[src/rtl/qspi_flash_rd_seq_if.sv]
// Register-mapped req/rsp port between the flash read sequencer and the qspi register wrapper.
interface qspi_flash_rd_seq_if;
  logic       req_vld;
  logic       req_rdy;
  logic [2:0] req_addr;
  logic       req_read;
  logic [7:0] req_dat;
  logic       rsp_vld;
  logic       rsp_rdy;
  logic [7:0] rsp_dat;

  modport master (
    output req_vld, req_addr, req_read, req_dat, rsp_rdy,
    input  req_rdy, rsp_vld, rsp_dat
  );

  modport slave (
    input  req_vld, req_addr, req_read, req_dat, rsp_rdy,
    output req_rdy, rsp_vld, rsp_dat
  );
endinterface

[src/rtl/qspi_flash_rd_seq.sv]
// Flash read sequencer: turns one (address, length) read command into the qspi register
// write/read sequence and streams the returned bytes out on a valid/ready port.
module qspi_flash_rd_seq #(
  parameter logic [7:0]  CMD_RD      = 8'h03,
  parameter logic [1:0]  SPI_MODE    = 2'b00,
  parameter logic [3:0]  SPI_DIV     = 4'd2,
  parameter int unsigned DUMMY_BYTES = 0
) (
  input  logic                       clk,
  input  logic                       rst,
  input  logic                       rd_req_vld,
  output logic                       rd_req_rdy,
  input  logic [23:0]                rd_req_addr,
  input  logic [7:0]                 rd_req_len,
  output logic                       rd_dat_vld,
  input  logic                       rd_dat_rdy,
  output logic [7:0]                 rd_dat,
  output logic                       rd_dat_last,
  output logic                       busy,
  qspi_flash_rd_seq_if.master        qspi_if
);

  typedef enum logic [2:0] {
    S_IDLE, S_CFG0, S_CS_LO, S_CMD, S_ADDR, S_DUMMY, S_READ, S_CS_HI
  } state_t;

  localparam logic [3:0] DUMMY_LAST = 4'(DUMMY_BYTES - 1);

  state_t      r_state;
  state_t      w_state_nxt;
  logic        r_wait_rsp;
  logic [3:0]  r_idx;
  logic [8:0]  r_remain;
  logic [23:0] r_addr;
  logic        w_accept;
  logic        w_req_fire;
  logic        w_rsp_take;

  assign w_accept   = (r_state == S_IDLE) && rd_req_vld;
  assign w_req_fire = qspi_if.req_vld && qspi_if.req_rdy;
  // During READ the consumer's ready is the only thing that completes a response.
  assign w_rsp_take = r_wait_rsp && qspi_if.rsp_vld &&
                      ((r_state == S_READ) ? rd_dat_rdy : 1'b1);
  assign rd_dat     = qspi_if.rsp_dat;

  always_comb begin
    // NOTE: every output gets a default first so no path through the case infers a latch.
    w_state_nxt      = r_state;
    rd_req_rdy       = 1'b0;
    busy             = 1'b1;
    rd_dat_vld       = 1'b0;
    rd_dat_last      = 1'b0;
    qspi_if.req_vld  = (r_state != S_IDLE) && !r_wait_rsp;
    qspi_if.req_addr = 3'b000;
    qspi_if.req_read = 1'b0;
    qspi_if.req_dat  = 8'h00;
    qspi_if.rsp_rdy  = (r_state != S_IDLE) && r_wait_rsp;

    case (r_state)
      S_IDLE: begin
        rd_req_rdy = 1'b1;
        busy       = 1'b0;
        if (rd_req_vld) w_state_nxt = S_CFG0;
      end
      S_CFG0: begin
        qspi_if.req_dat = {SPI_MODE, 1'b0, 2'b00, 1'b0, 2'b00};
        if (w_rsp_take) w_state_nxt = S_CS_LO;
      end
      S_CS_LO: begin
        qspi_if.req_addr = 3'b001;
        qspi_if.req_dat  = {SPI_DIV, 1'b0, 3'b000};
        if (w_rsp_take) w_state_nxt = S_CMD;
      end
      S_CMD: begin
        qspi_if.req_addr = 3'b010;
        qspi_if.req_dat  = CMD_RD;
        if (w_rsp_take) w_state_nxt = S_ADDR;
      end
      S_ADDR: begin
        qspi_if.req_addr = 3'b010;
        case (r_idx)
          4'd0:    qspi_if.req_dat = r_addr[23:16];
          4'd1:    qspi_if.req_dat = r_addr[15:8];
          default: qspi_if.req_dat = r_addr[7:0];
        endcase
        if (w_rsp_take && r_idx == 4'd2)
          w_state_nxt = (DUMMY_BYTES == 0) ? S_READ : S_DUMMY;
      end
      S_DUMMY: begin
        qspi_if.req_addr = 3'b010;
        if (w_rsp_take && r_idx == DUMMY_LAST) w_state_nxt = S_READ;
      end
      S_READ: begin
        qspi_if.req_addr = 3'b010;
        qspi_if.req_read = 1'b1;
        qspi_if.rsp_rdy  = r_wait_rsp && rd_dat_rdy;
        rd_dat_vld       = r_wait_rsp && qspi_if.rsp_vld;
        rd_dat_last      = r_wait_rsp && qspi_if.rsp_vld && (r_remain == 9'd1);
        if (w_rsp_take && r_remain == 9'd1) w_state_nxt = S_CS_HI;
      end
      S_CS_HI: begin
        qspi_if.req_addr = 3'b001;
        qspi_if.req_dat  = {SPI_DIV, 1'b1, 3'b000};
        if (w_rsp_take) w_state_nxt = S_IDLE;
      end
      default: w_state_nxt = S_IDLE;
    endcase
  end

  always_ff @(posedge clk) begin
    // NOTE: sequential state uses non-blocking assignments so every register samples pre-edge values.
    if (rst) begin
      r_state    <= S_IDLE;
      r_wait_rsp <= 1'b0;
      r_idx      <= 4'd0;
      r_remain   <= 9'd0;
      r_addr     <= 24'd0;
    end else begin
      r_state <= w_state_nxt;
      if (w_accept) begin
        r_addr   <= rd_req_addr;
        r_remain <= (rd_req_len == 8'h00) ? 9'd256 : {1'b0, rd_req_len};
      end
      if (w_req_fire)      r_wait_rsp <= 1'b1;
      else if (w_rsp_take) r_wait_rsp <= 1'b0;
      if (w_rsp_take) begin
        if (r_state == S_ADDR || r_state == S_DUMMY)
          r_idx <= (w_state_nxt == r_state) ? r_idx + 4'd1 : 4'd0;
        if (r_state == S_READ)
          r_remain <= r_remain - 9'd1;
      end
    end
  end

endmodule

[src/flat_wrapper.sv]
// flat-port wrapper written by rule: the top's interface ports become plain ports
module qspi_flash_rd_seq_flat 
#(
  parameter logic [7:0]  CMD_RD      = 8'h03,
  parameter logic [1:0]  SPI_MODE    = 2'b00,
  parameter logic [3:0]  SPI_DIV     = 4'd2,
  parameter int unsigned DUMMY_BYTES = 0
)
  (clk, rst, rd_req_vld, rd_req_rdy, rd_req_addr, rd_req_len, rd_dat_vld, rd_dat_rdy, rd_dat, rd_dat_last, busy, qspi_if_req_vld, qspi_if_req_addr, qspi_if_req_read, qspi_if_req_dat, qspi_if_rsp_rdy, qspi_if_req_rdy, qspi_if_rsp_vld, qspi_if_rsp_dat);
  qspi_flash_rd_seq_if qspi_if_i ();
  input  logic clk;
  input  logic rst;
  input  logic rd_req_vld;
  output logic rd_req_rdy;
  input  logic [23:0] rd_req_addr;
  input  logic [7:0] rd_req_len;
  output logic rd_dat_vld;
  input  logic rd_dat_rdy;
  output logic [7:0] rd_dat;
  output logic rd_dat_last;
  output logic busy;
  output wire logic [$bits(qspi_if_i.req_vld)-1:0] qspi_if_req_vld;
  output wire logic [$bits(qspi_if_i.req_addr)-1:0] qspi_if_req_addr;
  output wire logic [$bits(qspi_if_i.req_read)-1:0] qspi_if_req_read;
  output wire logic [$bits(qspi_if_i.req_dat)-1:0] qspi_if_req_dat;
  output wire logic [$bits(qspi_if_i.rsp_rdy)-1:0] qspi_if_rsp_rdy;
  input wire logic [$bits(qspi_if_i.req_rdy)-1:0] qspi_if_req_rdy;
  input wire logic [$bits(qspi_if_i.rsp_vld)-1:0] qspi_if_rsp_vld;
  input wire logic [$bits(qspi_if_i.rsp_dat)-1:0] qspi_if_rsp_dat;
  assign qspi_if_req_vld = qspi_if_i.req_vld;
  assign qspi_if_req_addr = qspi_if_i.req_addr;
  assign qspi_if_req_read = qspi_if_i.req_read;
  assign qspi_if_req_dat = qspi_if_i.req_dat;
  assign qspi_if_rsp_rdy = qspi_if_i.rsp_rdy;
  assign qspi_if_i.req_rdy = qspi_if_req_rdy;
  assign qspi_if_i.rsp_vld = qspi_if_rsp_vld;
  assign qspi_if_i.rsp_dat = qspi_if_rsp_dat;
  qspi_flash_rd_seq #(.CMD_RD(CMD_RD), .SPI_MODE(SPI_MODE), .SPI_DIV(SPI_DIV), .DUMMY_BYTES(DUMMY_BYTES)) u_core (.clk(clk), .rst(rst), .rd_req_vld(rd_req_vld), .rd_req_rdy(rd_req_rdy), .rd_req_addr(rd_req_addr), .rd_req_len(rd_req_len), .rd_dat_vld(rd_dat_vld), .rd_dat_rdy(rd_dat_rdy), .rd_dat(rd_dat), .rd_dat_last(rd_dat_last), .busy(busy), .qspi_if(qspi_if_i));
endmodule
[config.mk]
export PLATFORM = sky130hd
export DESIGN_NAME = qspi_flash_rd_seq_flat
export DESIGN_NICKNAME = d
export VERILOG_FILES = /design/src/rtl/qspi_flash_rd_seq_if.sv /design/src/rtl/qspi_flash_rd_seq.sv /design/src/flat_wrapper.sv
export SDC_FILE = /design/constraint.sdc
export NUM_CORES = 1
export LEC_CHECK = 0
export BUFFER_PORTS_ARGS = -buffer_cell sky130_fd_sc_hd__buf_4
export CORE_ASPECT_RATIO = 1.5
export CORE_UTILIZATION = 57
export CTS_BUF_LIST = sky130_fd_sc_hd__clkbuf_4
export DETAILED_ROUTE_END_ITERATION = 10
export PLACE_DENSITY = 0.88
export SLEW_MARGIN = 0
export SYNTH_ARGS = -nofsm -noshare
export SYNTH_HDL_FRONTEND = slang
export SYNTH_SLANG_ARGS = --single-unit
[constraint.sdc]
create_clock -name clk -period 4.2 [get_ports clk]
set_input_delay 0.84 -clock clk [delete_from_list [all_inputs] [get_ports clk]]
set_output_delay 0.84 -clock clk [all_outputs]
set_load 0.01 [all_outputs]
==> results.json, run 1 <==
{
  "syn_area_um2": 2232,
  "ys_seq_area_share_pct": 36.77,
  "area_growth_pct": 17.43,
  "cts_resized": 0,
  "ys_types": 50,
  "timing.slew.headroom_pct": 31.72,
  "syn_inst": 290,
  "vias": 2160,
  "first_global_vias": 1946,
  "root_buffer": "clkbuf_4",
  "drive_gt1_share_pct": 21.05,
  "fin_cells": 366,
  "dr.pass1.iters": 4,
  "n_antenna_cell": 0,
  "async_flop_share_pct": 0,
  "crit_path_start_kind": "flop",
  "cts.sinks": 41,
  "die_area_um2": 4175,
  "grt_max_degree": 45,
  "clock_latency_ns": 0.35,
  "cts_tree": "yes",
  "setup_viol": 0,
  "place_hpwl_um": 3799,
  "synth-edff-count": 0,
  "clkTransAtPathRegs_ns": 0.12,
  "final_max_slew_viol_count": 0,
  "core_um2": 3716,
  "max-cap-violations": 0,
  "syn_nets": 342,
  "portBuffers": 54,
  "routedWlPerCell_um": 14.35,
  "cp_max_fo": 10,
  "p_leak_uw": 0.001066,
  "nFillCells": 328,
  "fmax_ghz": 0.3406,
  "die_h_um": 78.64,
  "viasPerCell": 5.902,
  "yosysTopAreaCellShare_pct": 36.77,
  "required_ns": 3.36,
  "synth.most_common_cell": "nand2_1",
  "synth_commonest_cells": "nand2_1 (61), dfxtp_1 (41), a21oi_1 (36)",
  "final.setup_skew_ns": 0.006996,
  "design_area_um2": 2621,
  "grt-ovfl-total": 0,
  "cts_max_path_buffers": 2,
  "synthTopCellsByArea": "dfxtp_1 (37%), nand2_1 (10%), a21oi_1 (8.1%)",
  "powerDensity_nw_per_um2": 311.7,
  "die_w_um": 53.10,
  "drt_iter0_drc": 76,
  "post_dp_cell_area_um2": 2542,
  "antenna_found_initial": 0,
  "period_share_pct": 69.91,
  "rows": 27,
  "totalWireLength_um": 5251,
  "ir_worst_vdd_mv": 0.2495,
  "initial_utilization_pct": 60.07,
  "gp_congestion": 0.8776,
  "syn-mean-instance-area_um2": 7.697,
  "finalNetCount": 374,
  "regArea_um2": 820.8,
  "post-route-util_pct": 70.54,
  "cts_setup_buffers": 0,
  "drc": 0,
  "hold_viol": 0,
  "worst_pin_slew_ns": 1.022,
  "yosys.area.top_type": "dfxtp_1",
  "ys_warn_count": 0,
  "setup_tns_ns": 0,
  "hold_buffers": 0,
  "ant_nets": 0,
  "rsz0062_at_grt": "false",
  "grtUsageTotal_pct": 26.58,
  "synth_ff_type": "dfxtp_1",
  "critPathKind": "flop to primary output",
  "r2r_cells": 5,
  "dpl.cell_count": 358,
  "rrSetupSlack_ns": 1.84,
  "grt_pass1_wl_um": 8307,
  "crit_path_end_kind": "primary output",
  "ioPinCount": 72,
  "htree_levels": 2,
  "multi_input_area_um2": 1217,
  "holdCritPathClass": "flop to flop",
  "fin_crit_ns": 2.936,
  "arrival_ns": 2.10,
  "numCtsBuffers": 5,
  "run_status": "complete, no violations",
  "worst_hold_path.num_cells": 2,
  "ys_seq_elements": 41
}
## sequential cells by signal, summed over array words and instances (netlist names)
| name | count |
|---|---|
| u_core.r_state | 3 |
| u_core.r_addr | 24 |
| u_core.r_remain | 9 |
| u_core.r_wait_rsp | 1 |
| u_core.r_idx | 4 |
## cell families after synthesis
logic type,share of synthesized area (%)
adder cells (fa/ha/maj),3.363
AND/OR/NAND/NOR,25.62
multiplexers,0.4484
flip-flops,36.77
other,0.1680
XOR/XNOR,0.3924
AO/OA/AOI/OAI,24.55
buffers and inverters,8.688
## final timing paths
check	from	end
max	u_core.r_idx[0]$_SDFFE_PP0P_	qspi_if_req_dat[0]
max reg2reg	u_core.r_state[2]$_SDFF_PP0_	u_core.r_remain[8]$_SDFF_PP0_
min	u_core.r_addr[22]$_SDFFE_PP0P_	u_core.r_addr[22]$_SDFFE_PP0P_
min reg2reg	u_core.r_addr[22]$_SDFFE_PP0P_	u_core.r_addr[22]$_SDFFE_PP0P_
## worst max-delay path, stage by stage, from the launching register on
cell and delay [ns]:
dfxtp_1 0.42, inv_1 0.10, ha_1 0.32, o21ai_1 0.43
a22oi_1 0.16, o22ai_1 0.17, buf_4 0.15
## report_power, final
part           internal, uW  switching (uW)
Combinational          63.4            68.1
Clock                   123             130
Sequential              411            21.1
Total                   598             219
## per-layer routing
metal  global-route usage (%)  vias up  share of wire (%)
met1                    28.45      989                 40
li1                         -     1086                  -
met4                    10.26        0                2.0
met3                    4.264       10                4.6
met5                        0        -                  0
met2                    49.24       75                 53
## area by class of cell
type	instances	share of cell area, %
timing repair buffer	55	15.75
clock inverter	3	1.575
multi-input combinational	209	46.44
tap	43	2.053
inverter	10	1.432
clock buffer	5	1.432
sequential	41	31.31
## placed cells by master (no fill, tap or decap), drive strengths merged, types with 3 or more instances in the layout
cell,instances
or3,4
o22ai,3
nor4b,5
nor2,15
or4,4
a22oi,9
a211oi,4
nand2,61
inv,10
nor3,5
o21ai,4
a22o,7
ha,6
nor4,3
a31oi,6
clkbuf,5
dfxtp,41
buf,55
a21oi,36
nand3,7
## metrics by stage
stage                     hold WS, ns  power, uW  setup WS, ns
after global routing           0.4788      855.8         1.091
after floorplan                0.4360      525.4         1.837
final                          0.4635      817.2         1.264
after global placement         0.4426      568.3         1.701
after CTS                      0.4641      824.1         1.288
after detailed placement       0.4468      572.2         1.678
Power figures use the tool's default switching activity.
==> inputs of run 2 (changes only) <==
CORE_UTILIZATION = 47   (was 57)
PLACE_DENSITY = 0.78   (was 0.88)
clock period = 2.7 ns   (was 4.2 ns; I/O delays follow)
==> results.json, run 2 (synthesis results as in run 1) <==
{
  "clock_latency_ns": 0.37,
  "layout_common_cells": "nand2_1 (61), buf_4 (57), dfxtp_1 (41)",
  "timing.slew.headroom_pct": 58.69,
  "place_ws_ns": 0.3784,
  "internal-power_uw": 840.7,
  "p_clk_share_pct": 26.2,
  "setup_ws_ns": 0.2230,
  "hold_start": "rd_req_addr[5]",
  "crit_path_start_kind": "flop",
  "fmax_ghz": 0.4037,
  "clkTransAtPathRegs_ns": 0.14,
  "totalWireLength_um": 5667,
  "run_status": "complete, no violations",
  "finalNetCount": 376,
  "portBuffers": 54,
  "dr.pass1.iters": 4,
  "initial_utilization_pct": 49.15,
  "regMostFlops": "u_core.r_addr",
  "viasPerCell": 5.735,
  "n_antenna_cell": 0,
  "drc": 0,
  "timing.rr.end": "u_core.r_remain[6]$_SDFF_PP0_",
  "root_buffer": "clkbuf_4",
  "hold_buffers": 0,
  "rows": 30,
  "hold_viol": 0,
  "hold_end": "u_core.r_addr[5]$_SDFFE_PP0P_",
  "crit_path_end_kind": "primary output",
  "drive_gt1_share_pct": 22.46,
  "arrival_ns": 1.94,
  "reg2reg_from": "u_core.r_state[2]$_SDFF_PP0_",
  "grt_pass1_wl_um": 9280,
  "cp_max_fo": 10,
  "setup_viol": 0,
  "worst_hold_path.num_cells": 3,
  "largest_register_ffs": 24,
  "area_growth_pct": 18.67,
  "final_max_slew_viol_count": 0,
  "numCtsBuffers": 5,
  "reg.largest.list": "u_core.r_addr x24, u_core.r_remain x9, u_core.r_idx x4",
  "place_hpwl_um": 4072,
  "rsz0062_at_grt": "false",
  "seq_power_share_pct": 56.2,
  "htree_levels": 2,
  "cts.sinks": 41,
  "critPathKind": "flop to primary output",
  "swShare_pct": 29.79,
  "holdCritPathClass": "input pin to flop",
  "cts_tree": "yes",
  "cts_max_path_buffers": 2,
  "die_w_um": 58.27,
  "period_share_pct": 91.74,
  "die_h_um": 86.40,
  "grtUsageTotal_pct": 23.79,
  "cts_setup_buffers": 0,
  "final_common_cell": "nand2_1",
  "required_ns": 2.16,
  "fin_crit_ns": 2.477,
  "cts_resized": 1,
  "core_um2": 4542,
  "r2r_cells": 4,
  "first_global_vias": 2069,
  "worst_pin_slew_ns": 0.6188,
  "p_leak_uw": 0.001068,
  "setup_tns_ns": 0,
  "grt_max_degree": 45,
  "die_area_um2": 5035,
  "ant_nets": 0,
  "rrSetupSlack_ns": 0.51,
  "ir_worst_vdd_mv": 0.2855,
  "ioPinCount": 72,
  "nFillCells": 448,
  "max-cap-violations": 0,
  "antenna_found_initial": 0,
  "vias": 2231,
  "grt-ovfl-total": 0,
  "gp_congestion": 0.8454,
  "powerDensity_nw_per_um2": 452.0,
  "final.setup_skew_ns": 0.01822,
  "drt_iter0_drc": 83,
  "routedWlPerCell_um": 14.57,
  "switchingPower_uw": 356.7,
  "fin_cells": 389,
  "dpl.cell_count": 381,
  "pwr-share-comb_pct": 17.6,
  "crit_start": "u_core.r_idx[0]$_SDFFE_PP0P_"
}
[run 2: cell types whose count changed in the layout (fill, tap and decap cells not counted), sizes merged]
| cell | previous run | this run |
|---|---|---|
| buf | 55 | 57 |
| bufinv | 1 | 0 |
| clkinv | 1 | 2 |
| clkinvlp | 1 | 0 |
| inv | 10 | 11 |
[run 2: routing by layer]
layer  vias up  wire [um]  global-route usage (%)
met5         -          0                       0
met4         0        155                   12.12
met3        13        283                   4.179
met2        79       2979                   41.27
met1      1046       2248                   27.48
li1       1093          -                       -
[run 2: final cells by class]
| type | instances | area (um^2) | area share [%] |
|---|---|---|---|
| Multi-Input combinational cell | 209 | 1229 | 46.39 |
| Sequential cell | 41 | 820.8 | 30.99 |
| Timing Repair Buffer | 57 | 427.9 | 16.15 |
| Tap cell | 64 | 80.08 | 3.023 |
| Clock buffer | 5 | 37.54 | 1.417 |
| Inverter | 10 | 37.54 | 1.417 |
| Clock inverter | 3 | 16.27 | 0.6141 |
[run 2: power groups by stage]
stage	clock network [uW]	registers [uW]	logic (uW)
final	313	673	211
after global routing	343	677	236
after CTS	321	673	211
after detailed placement	0	686	210
after global placement	0	686	207
after floorplan	0	670	147
[run 2: how the worst max path moves through the flow]
stage	end
after global routing	qspi_if_req_dat[3]
after detailed placement	qspi_if_req_dat[1]
after floorplan	qspi_if_req_dat[0]
after global placement	qspi_if_req_dat[0]
after CTS	qspi_if_req_dat[0]
final	qspi_if_req_dat[3]
[run 2: through the flow]
step	power (uW)	util, %	cell area (um^2)	hold WS (ns)
final	1197	58.32	2649	0.4052
after detailed placement	896.8	56.89	2584	0.4541
after global routing	1256	58.32	2649	0.4043
after floorplan	817.2	-	2232	0.4360
after CTS	1205	58.15	2641	0.3960
after global placement	892.7	56.89	2584	0.4466
[run 2: worst max-delay path, stage by stage (launching register included)]
cell and delay (ns):
dfxtp_1 0.37, inv_1 0.11, ha_2 0.30, a22oi_1 0.12, nor3_1 0.17, o21ai_0 0.13
a21boi_0 0.21, buf_4 0.16
==> inputs of run 3 (changes only) <==
CORE_MARGIN = 1.5   (was default)
==> results.json, run 3 (synthesis results as in run 1) <==
{
  "holdCritPathClass": "input pin to flop",
  "grt_max_degree": 45,
  "final.setup_skew_ns": 0.005804,
  "portBuffers": 54,
  "viasPerCell": 5.584,
  "reg2reg_from": "u_core.r_state[1]$_SDFF_PP0_",
  "ioPinCount": 72,
  "layout_common_cells": "nand2_1 (61), buf_4 (57), dfxtp_1 (41)",
  "drive_gt1_share_pct": 22.15,
  "htree_levels": 2,
  "use_met1_pct": 25.71,
  "setup_viol": 0,
  "regMostFlops": "u_core.r_addr",
  "initial_utilization_pct": 49.15,
  "die_w_um": 59.27,
  "crit_path_start_kind": "flop",
  "die_h_um": 87.40,
  "root_buffer": "clkbuf_4",
  "ir_worst_vdd_mv": 0.3260,
  "cts_tree": "yes",
  "routedWlPerCell_um": 13.36,
  "cp_max_fo": 10,
  "n_antenna_cell": 0,
  "fmax_ghz": 0.4031,
  "crit_start": "u_core.r_idx[1]$_SDFFE_PP0P_",
  "cts.sinks": 41,
  "area_growth_pct": 18.50,
  "final_max_slew_viol_count": 0,
  "max-cap-violations": 0,
  "grt.met2_usage_pct": 36.66,
  "drc": 0,
  "setup_tns_ns": 0,
  "dr.pass1.iters": 4,
  "grt_pass1_wl_um": 8666,
  "power.total_uw": 1182,
  "numCtsBuffers": 5,
  "gp_congestion": 0.8973,
  "grt-ovfl-total": 0,
  "grt_util_met3_pct": 4.012,
  "finalNetCount": 376,
  "antenna_found_initial": 0,
  "reg.largest.list": "u_core.r_addr x24, u_core.r_remain x9, u_core.r_idx x4",
  "arrival_ns": 1.94,
  "hold_viol": 0,
  "run_status": "complete, no violations",
  "fin_cells": 389,
  "required_ns": 2.16,
  "final_common_cell": "nand2_1",
  "drt_iter0_drc": 122,
  "rrSetupSlack_ns": 0.64,
  "hold_start": "rd_req_addr[14]",
  "period_share_pct": 91.87,
  "vias": 2172,
  "cts_max_path_buffers": 2,
  "dpl.cell_count": 381,
  "ant_nets": 0,
  "cts_setup_buffers": 0,
  "first_global_vias": 1952,
  "clock_latency_ns": 0.35,
  "crit_path_end_kind": "primary output",
  "rows": 30,
  "fin_crit_ns": 2.480,
  "powerDensity_nw_per_um2": 446.9,
  "largest_register_ffs": 24,
  "die_area_um2": 5180,
  "fin_hold_ws_ns": 0.4258,
  "grt_busiest_layer": "met2",
  "nFillCells": 457,
  "critPathKind": "flop to primary output",
  "p_leak_uw": 0.001071,
  "grtUsageTotal_pct": 21.42,
  "rsz0062_at_grt": "false",
  "totalWireLength_um": 5198,
  "clkTransAtPathRegs_ns": 0.12,
  "core_um2": 4542,
  "place_hpwl_um": 3839
}
==> run 3: changes by cell type in the layout (fill, tap and decap cells not counted), sizes merged <==
| cell | previous run | this run |
|---|---|---|
| clkinv | 2 | 3 |
| inv | 11 | 10 |
==> run 3: timing repair <==
item / CTS / global route
resized for setup: 0 / 2
endpoints found under the setup margin: 0 / 7
hold buffers: 0 / 0
==> run 3: final timing paths <==
check | depth (start not counted) | to
max | 6 | qspi_if_req_dat[0]
min | 3 | u_core.r_addr[14]$_SDFFE_PP0P_
max reg2reg | 4 | u_core.r_remain[6]$_SDFF_PP0_
min reg2reg | 2 | u_core.r_addr[20]$_SDFFE_PP0P_
==> run 3: worst max-delay path: stages (launching register included) <==
cell     delay [ns]
dfxtp_1        0.42
inv_1          0.08
ha_1           0.31
o21ai_2        0.29
a22oi_1        0.14
o22ai_1        0.20
buf_4          0.16
==> run 3: layer usage <==
| metal | routed length [um] | share of wire (%) |
|---|---|---|
| met1 | 2194 | 42 |
| met2 | 2614 | 50 |
| met3 | 264 | 5.1 |
| met4 | 125 | 2.4 |
| met5 | 0 | 0 |
==> run 3: layout make-up <==
type / instances / area, um^2 / share of cell area, %
repair buffers: 57 / 427.9 / 16.18
multi-input cells: 209 / 1224 / 46.26
clock buffers: 5 / 37.54 / 1.419
inverters: 10 / 37.54 / 1.419
flip-flops and latches: 41 / 820.8 / 31.03
well taps: 64 / 80.08 / 3.027
clock inverters: 3 / 17.52 / 0.6623
==> run 3: power breakdown <==
group	total, uW	internal [uW]	switching (uW)
logic	205	99.9	105
clock network	304	98.9	205
registers	672	640	32.8
total	1180	838	344
==> run 3: stage by stage <==
stage | area (um^2) | util, % | setup WS (ns)
detailed placement | 2584 | 56.89 | 0.3941
CTS | 2639 | 58.10 | 0.005319
finish | 2645 | 58.24 | 0.2195
global route | 2645 | 58.24 | 0.06894
global placement | 2584 | 56.89 | 0.4451
floorplan | 2232 | - | 0.6373
